===== src/rtl/pipe_pkg.sv =====
// Shared pipeline-control definitions: hazard FSM state encodings and the
// control word handed to the pipeline registers.
package pipe_pkg;

    // Encoding 3 is unused; the FSM steps out of it to RUN on the next edge.
    typedef enum logic [1:0] {
        RUN      = 2'd0,
        DIV_WAIT = 2'd1,
        FLUSH    = 2'd2,
        RSVD     = 2'd3
    } pipe_state_t;

    localparam int DIV_CNT_W = 6;

    // NOP-insertion contract with the datapath:
    //   stall_if_id : PC and IF/ID hold their contents
    //   bubble_ex   : ID/EX loads an all-zero control word (a NOP)
    //   flush_all   : IF/ID, ID/EX and EX/MEM load NOPs
    typedef struct packed {
        logic stall_if_id;
        logic bubble_ex;
        logic flush_all;
    } pipe_ctl_t;

    localparam pipe_ctl_t CTL_NONE = '0;

endpackage


===== src/rtl/hazard_cmp.sv =====
// Source/destination register comparator: does the instruction in ID read
// the register that a later stage is about to write?
module hazard_cmp (
    input  logic [4:0] rs,
    input  logic [4:0] rt,
    input  logic       use_rs,
    input  logic       use_rt,
    input  logic [4:0] dest,
    output logic       hit
);

    // r0 is never a real dependency.
    assign hit = (dest != 5'd0) &
                 ((use_rs & (rs == dest)) | (use_rt & (rt == dest)));

endmodule


===== src/rtl/pipe_hazard_ctrl.sv =====
// Pipeline hazard controller: load-use and branch-operand stalls, multi-cycle
// divide hold with a watchdog, and exception/eret flush.
//
//   state    | meaning
//   ---------+------------------------------------------------------------
//   RUN      | normal issue; stall/bubble only on load-use or branch hazard
//   DIV_WAIT | divider busy; front end held, EX keeps the divide
//   FLUSH    | one-cycle flush of IF/ID, ID/EX, EX/MEM after sweap
//   RSVD     | unused encoding; returns to RUN
module pipe_hazard_ctrl
    import pipe_pkg::*;
#(
    parameter int CNT_W   = 16,
    parameter int DIV_MAX = 40
) (
    input  logic             clk,
    input  logic             resetn,
    input  logic [4:0]       id_rs,
    input  logic [4:0]       id_rt,
    input  logic             id_use_rs,
    input  logic             id_use_rt,
    input  logic             id_is_br,
    input  logic [4:0]       ex_dest,
    input  logic             ex_regwrite,
    input  logic             ex_memread,
    input  logic [4:0]       mem_dest,
    input  logic             mem_memread,
    input  logic             div_start,
    input  logic             div_complete,
    input  logic             sweap,
    output logic             stall_if_id,
    output logic             bubble_ex,
    output logic             flush_all,
    output logic             div_timeout,
    output logic [1:0]       state_o,
    output logic [CNT_W-1:0] stall_cnt
);

    localparam logic [DIV_CNT_W-1:0] DIV_LAST = DIV_CNT_W'(DIV_MAX - 1);

    pipe_state_t          state;
    logic [DIV_CNT_W-1:0] div_cnt;
    logic                 hit_ex;
    logic                 hit_mem;
    logic                 load_use;
    logic                 br_haz;
    logic                 hazard;
    pipe_ctl_t            ctl;

    hazard_cmp u_cmp_ex (
        .rs     (id_rs),
        .rt     (id_rt),
        .use_rs (id_use_rs),
        .use_rt (id_use_rt),
        .dest   (ex_dest),
        .hit    (hit_ex)
    );

    hazard_cmp u_cmp_mem (
        .rs     (id_rs),
        .rt     (id_rt),
        .use_rs (id_use_rs),
        .use_rt (id_use_rt),
        .dest   (mem_dest),
        .hit    (hit_mem)
    );

    assign load_use = ex_memread & hit_ex;
    // A branch resolved in ID needs its operand now: an ALU result still in
    // EX, or load data still in MEM, are both too late to forward.
    assign br_haz   = id_is_br & ((ex_regwrite & hit_ex) | (mem_memread & hit_mem));
    assign hazard   = load_use | br_haz;

    // Control word from current state and this cycle's hazards; sweap wins.
    always_comb begin
        ctl = CTL_NONE;
        if (resetn) begin
            if (sweap) begin
                ctl.flush_all = 1'b1;
            end else begin
                case (state)
                    RUN: begin
                        ctl.stall_if_id = hazard;
                        ctl.bubble_ex   = hazard;
                    end
                    DIV_WAIT: ctl.stall_if_id = 1'b1;
                    FLUSH:    ctl.flush_all   = 1'b1;
                    default:  ctl = CTL_NONE;
                endcase
            end
        end
    end

    assign stall_if_id = ctl.stall_if_id;
    assign bubble_ex   = ctl.bubble_ex;
    assign flush_all   = ctl.flush_all;
    assign state_o     = state;

    // FSM, divide watchdog, sticky timeout flag and saturating stall counter.
    always_ff @(posedge clk) begin
        if (!resetn) begin
            state       <= RUN;
            div_cnt     <= '0;
            div_timeout <= 1'b0;
            stall_cnt   <= '0;
        end else begin
            if (ctl.stall_if_id && (stall_cnt != '1)) begin
                stall_cnt <= stall_cnt + CNT_W'(1);
            end
            if (sweap) begin
                state <= FLUSH;
            end else begin
                case (state)
                    RUN: begin
                        if (div_start) begin
                            state   <= DIV_WAIT;
                            div_cnt <= '0;
                        end
                    end
                    DIV_WAIT: begin
                        div_cnt <= div_cnt + DIV_CNT_W'(1);
                        if (div_complete) begin
                            state <= RUN;
                        end else if (div_cnt == DIV_LAST) begin
                            state       <= RUN;
                            div_timeout <= 1'b1;
                        end
                    end
                    default: state <= RUN;
                endcase
            end
        end
    end

endmodule

===== config.mk =====
export PLATFORM = sky130hd
export DESIGN_NAME = pipe_hazard_ctrl
export DESIGN_NICKNAME = d
export VERILOG_FILES = /design/src/rtl/pipe_pkg.sv /design/src/rtl/hazard_cmp.sv /design/src/rtl/pipe_hazard_ctrl.sv
export SDC_FILE = /design/constraint.sdc
export NUM_CORES = 1
export LEC_CHECK = 0
export BUFFER_PORTS_ARGS = -buffer_cell sky130_fd_sc_hd__clkbuf_2
export CAP_MARGIN = 40
export CORE_MARGIN = 2
export CORE_UTILIZATION = 37
export CTS_CLUSTER_DIAMETER = 60
export CTS_CLUSTER_SIZE = 30
export DETAILED_ROUTE_END_ITERATION = 7
export PLACE_DENSITY = 0.6
export SLEW_MARGIN = 20
export SYNTH_ARGS = -nofsm -noshare
export SYNTH_HDL_FRONTEND = slang
export SYNTH_HIERARCHICAL = 1
export SYNTH_SLANG_ARGS = --single-unit

===== constraint.sdc =====
create_clock -name clk -period 4.5 [get_ports clk]
set_input_delay 0.45 -clock clk [delete_from_list [all_inputs] [get_ports clk]]
set_output_delay 0.45 -clock clk [all_outputs]
set_load 0.01 [all_outputs]

Yosys cells after proc, flatten, opt, wreduce, memory -nomap -nowiden --
Index checks and enable logic that the tools add are counted.
Word-level totals: logic and storage cells 59, bits in registers 25, output and inout bits 22, bits of input ports 31
Operators by class: add/sub/neg operators 2, bitwise logic cells 17, mux-type cells 13, equality and inequality tests 12, reduce and logical (&&, ||, !) cells 10
Operators by type and width (number):
- $eq 5x5->1 | 4
- $add 16x1->16 const B | 1
- $ne 16x16->1 const B | 1
- $pmux 6 s2 | 1
- $and 1x1->1 | 10
- $mux 2 | 5
- $reduce_bool 5->1 | 2
- $add 6x1->6 const B | 1
- $eq 6x6->1 const B | 1
- $mux 6 | 1
- $ne 3x3->1 const B | 2
- $ne 4x4->1 const B | 1
- $or 1x1->1 | 4
- $pmux 2 s2 | 1
- $reduce_and 2->1 | 2
- $reduce_and 4->1 | 1
- $mux 1 | 3
- $mux 3 | 1
- $not 1->1 | 3
- $reduce_and 3->1 | 1
- $eq 2x1->1 const B | 1
- $eq 2x2->1 const B | 1
- $logic_not 2->1 | 1
- $ne 2x2->1 const B | 1
- other kinds (4) | 4

Depth between registers and ports, before layout --
word-level depth 12, depth in mapped cells 10, depth with buffers taken out 9

By module --
Netlist, hierarchy kept.
By module, submodules not included:
- pipe_hazard_ctrl | times used 1, seq. area each 500.5 µm², cells an instance 148, area each 1251.2 µm²
- hazard_cmp | times used 2, seq. area each 0.0 µm², cells an instance 17, area each 132.6 µm²

Least setup slack after synthesis --
OpenSTA, ideal clock, no wires.
kind input -> register, start input port mem_dest[1], end register stall_cnt[12], path buffers 1, setup time 0.071 ns, path slack 2.133 ns, stages 10, data arrival time 2.297 ns, data required time 4.429 ns, cells stage by stage xor2_1 -> nor4_2 -> nand3_1 -> a21oi_1 -> a31o_2 -> a21oi_1 -> or2_1 -> clkbuf_2 -> or4_1 -> a21oi_1
On the way: cells in the longest elaborated chain, start to end 12, elaborated cells on any way between the ends 15, those cells by class 2 x eq/ne; 3 x mux; 8 x bitwise; 2 x reduce/logical
RTL lines:
- start: declaration | RTL line pipe_hazard_ctrl.sv:26 | input logic [4:0] mem_dest,
- $eq 5x5->1 | RTL line hazard_cmp.sv:14 | ((use_rs & (rs == dest)) | (use_rt & (rt == dest)));
- $and 1x1->1 | RTL line hazard_cmp.sv:14
- $or 1x1->1 | RTL line hazard_cmp.sv:14
- $and 1x1->1 * | RTL line hazard_cmp.sv:13 | assign hit = (dest != 5'd0) &
- net hit_mem | RTL line pipe_hazard_ctrl.sv:44 | logic hit_mem;
- $and 1x1->1 * | RTL line pipe_hazard_ctrl.sv:71 | assign br_haz = id_is_br & ((ex_regwrite & hit_ex) | (mem_memread & hit_mem));
- $or 1x1->1 * | RTL line pipe_hazard_ctrl.sv:71
- $and 1x1->1 * | RTL line pipe_hazard_ctrl.sv:71
- $or 1x1->1 * | RTL line pipe_hazard_ctrl.sv:72 | assign hazard = load_use | br_haz;
- $pmux 1 s2 * | RTL line pipe_hazard_ctrl.sv:81 | case (state)
- $mux 2 * | RTL line pipe_hazard_ctrl.sv:78 | if (sweap) begin
- $mux 3 * | RTL line pipe_hazard_ctrl.sv:77 | if (resetn) begin
- $logic_and 1x1->1 * | RTL line pipe_hazard_ctrl.sv:107 | if (ctl.stall_if_id && (stall_cnt != '1)) begin
- end signal: assignment | RTL line pipe_hazard_ctrl.sv:108 | stall_cnt <= stall_cnt + CNT_W'(1);
- end: declaration | RTL line pipe_hazard_ctrl.sv:36 | output logic [CNT_W-1:0] stall_cnt
Mark *: on every way through the listed nets, which the timed path passes. The rest lies on a longest branch. A chain may end at the register's enable or synchronous reset.

Worst setup path after layout --
start input port mem_dest[1], end output port stall_if_id
On the way: cells in the longest elaborated chain, start to end 11, elaborated cells on any way between the ends 14, those cells by class 2 x eq/ne; 3 x mux; 8 x bitwise; 1 x reduce/logical
RTL lines:
- $eq 5x5->1 | RTL line hazard_cmp.sv:14
- $and 1x1->1 | RTL line hazard_cmp.sv:14
- $or 1x1->1 | RTL line hazard_cmp.sv:14
- $and 1x1->1 * | RTL line hazard_cmp.sv:13
- net hit_mem | RTL line pipe_hazard_ctrl.sv:44
- $and 1x1->1 * | RTL line pipe_hazard_ctrl.sv:71
- $or 1x1->1 * | RTL line pipe_hazard_ctrl.sv:71
- $and 1x1->1 * | RTL line pipe_hazard_ctrl.sv:71
- $or 1x1->1 * | RTL line pipe_hazard_ctrl.sv:72
- $pmux 1 s2 * | RTL line pipe_hazard_ctrl.sv:81
- $mux 2 * | RTL line pipe_hazard_ctrl.sv:78
- $mux 3 * | RTL line pipe_hazard_ctrl.sv:77
- end: declaration | RTL line pipe_hazard_ctrl.sv:31 | output logic stall_if_id,
Marks and branches as above.

==> summary.md <==
| Metric | Value |
|---|---|
| Final Non-Filler Cells | `283` |
| Worst Setup SP | `mem_dest[1]` |
| Clock skew | `5.90 ps` |
| Global-route wire length before repair | `5.61 mm` |
| Top Ports | `53` |
| Hold WC Path Type | `in -> reg` |
| WL final | `3.39 mm` |
| Total Routing Usage GR | `0.154` |
| Die Y | `68.0 um` |
| Total power draw | `416 uW` |
| Ys async rst share | `0` |
| Kind of critical path | `in -> out` |
| RSZ-0062 raised after global routing | `false` |
| Worst path bufs/invs | `2` |
| CP endpoint kind | `output port` |
| Seq/Total Area, Yosys | `0.330` |
| Placed Instances | `279` |
| Crit Path Max Fanout | `6` |
| WP data arrival | `1970 ps` |
| Hold_buf cts | `0` |
| Worst slew pin tran | `706 ps` |
| CP max stage cell | `or4_1` |
| Total grt overflow | `0` |
| Root Buffer | `clkbuf_8` |
| Post-CTS Setup Inserts | `0` |
| Primary FF master, synth | `dfxtp_1` |
| Initial antenna violation count | `0` |
| Synth-to-Final Area Change | `22.9%` |
| Top-count cell post-synth | `dfxtp_1` |
| Antenna Cells | `0` |
| Vias | `1422` |
| LEAKAGE | `0.799 nW` |
| First-pass DRT Iterations | `4` |
| Outcome | `completed` |
| Post-synth EDFFs | `0` |
| Synth Area per Inst | `8.33 sq um` |
| Vias in the first global route | `1253` |
| Largest delay share family, worst path | `simple AND/OR/NAND/NOR gates` |
| Fillers | `403` |
| Post-DP HPWL | `2.72 mm` |
| CTS Buf Count | `3` |
| Setup TNS | `0 ps` |
| Clock Path Buffers | `2` |
| Largest net degree at the start of global routing | `19` |
| Synth cell types | `39` |
| RePlAce Congestion | `0.861` |
| Top-area cell type share of the netlist area | `0.330` |
| Synth Net Count | `215` |
| Starting Density | `0.382` |
| Syn Std Cell Area | `1520 sq um` |
| Maximum vdd drop | `0.0000964 V` |
| FMAX | `413 MHz` |
| CTS sink count | `25` |
| CP peak stage delay | `510 ps` |
| Critical Path RT | `4050 ps` |
| Buffers added on ports | `52` |
| Fin nets | `267` |
| Final Max Tran Viols | `0` |
| H-Tree Depth | `1` |
| Core ar. | `3970 sq um` |
| Crit-path cells | `clkbuf_2 > or4_1 > nor2_1 > a21oi_1 > a31o_2 > a21oi_1 > nor2_1 > clkbuf_2` |
| Layout cell share with drive strength beyond 1 | `0.258` |
| Fin util | `0.469` |
| CTS tree | `done` |
| Worst-path clk slew | `90 ps` |
| Fin crit share | `0.539` |
| Synth warn | `6` |
| Reg-to-reg slack, setup | `2450 ps` |
| Via density | `5.02` |
| Fin crit period | `2420 ps` |
| DR DRC count | `0` |
| Syn Inst Count | `182` |
| Clock Latency Late Sink | `270 ps` |
| Routed len/inst | `12.0 um` |
| Max cap viols | `0` |
| R2r endpoint | `stall_cnt[12]` |
| Synth top area cells | `dfxtp_1 33%, xor2_1 11%, mux2i_1 5.9%, nor2_1 5.2%, xnor2_1 4.6%` |
| ANT nets after route | `0` |
| Die W | `68.0 um` |
| Count of final hold-check violations | `0` |
| Leading area contributor after synthesis | `dfxtp_1` |
| Post-CTS Resized | `0` |
| # setup viols final | `0` |
| Die ar. | `4630 sq um` |
| Initial DRC count | `66` |
| Critical path depth | `8` |
| Reg2reg start | `state_o[1]` |
| CP endpoint | `stall_if_id` |
| Relative slew margins | `0.527` |
| FF+latch count, synth | `25` |
| Reg2Reg Depth | `5` |
| Power Density | `224 nW/um^2` |
| Top cells by count, synth | `25 x dfxtp_1, 21 x nor2_1, 19 x xor2_1` |
| FP Rows | `23` |
| Startpoint Class | `primary input` |
## placed cells by master, fill, tap and decap left out, types with 3 or more instances in the layout
cell / count
nor4_1: 6
or4_1: 4
xnor2_1: 8
nand3_1: 12
nor3_1: 6
nor2_1: 21
mux2i_1: 9
clkbuf_2: 52
xor2_1: 19
a21oi_1: 9
clkbuf_8: 3
dfxtp_1: 25
nand4_1: 7
nand2_1: 16
o41ai_1: 3
inv_1: 3
nand2b_1: 3
## per-layer routing
| metal | wire [um] | track usage | vias up |
|---|---|---|---|
| li1 | - | - | 760 |
| met1 | 1710 | 0.225 | 626 |
| met2 | 1520 | 0.243 | 32 |
| met3 | 137 | 0.0214 | 4 |
| met4 | 22 | 0.0300 | 0 |
| met5 | 0 | 0 | - |
## power by group
part	internal, mW	leakage [nW]	switching [mW]
combinational	0.0257	0.575	0.0310
clock	0.0627	0.0217	0.0727
sequential	0.222	0.202	0.00205
## flip-flops by register name, indices dropped and copies added, names as in the netlist
| name | cells |
|---|---|
| stall_cnt | 16 |
| state_o | 2 |
| div_cnt | 6 |
| div_timeout | 1 |
## through the flow
stage | setup slack, ps | cell area [sq um] | hold WS [ps]
final | 2080 | 1860 | 468
after CTS | 2070 | 1860 | 460
after detailed placement | 1840 | 1810 | 467
after floorplan | 2130 | 1520 | 479
after global routing | 1880 | 1860 | 498
after global placement | 1870 | 1810 | 464
## kinds of logic after synthesis
logic type               synth area share
buffers and inverters              0.0239
adder cells (fa/ha/maj)            0.0165
AO/OA/AOI/OAI                      0.0990
XOR/XNOR                            0.156
flip-flops                          0.330
AND/OR/NAND/NOR                     0.315
multiplexers                       0.0594
## layout make-up
cell class	instances	area, sq um	share of cell area
Clock inverter	1	7.51	0.00403
Sequential cell	25	500	0.269
Inverter	3	11.3	0.00604
Tap cell	50	62.6	0.0336
Multi-Input combinational cell	149	980	0.526
Clock buffer	3	41.3	0.0222
Timing Repair Buffer	52	260	0.140
## tightest hold or removal path, stage by stage
cell and delay (ps):
clkbuf_2 90, nand2_1 90, a21oi_1 60
## worst min-delay path by stage
| stage | from | to | slack (ps) | cells after the start |
|---|---|---|---|---|
| 5_1_grt | div_start | state_o[0] | 500 | 3 |
| 3_3_place_gp | div_timeout | div_timeout | 460 | 2 |
| 2_1_floorplan | div_cnt[5] | div_cnt[5] | 480 | 2 |
| 6_report | div_start | state_o[0] | 470 | 3 |
| 4_1_cts | div_start | state_o[0] | 460 | 3 |
| 3_5_place_dp | div_timeout | div_timeout | 470 | 2 |
Note: power is estimated with default switching activity, not from simulation.
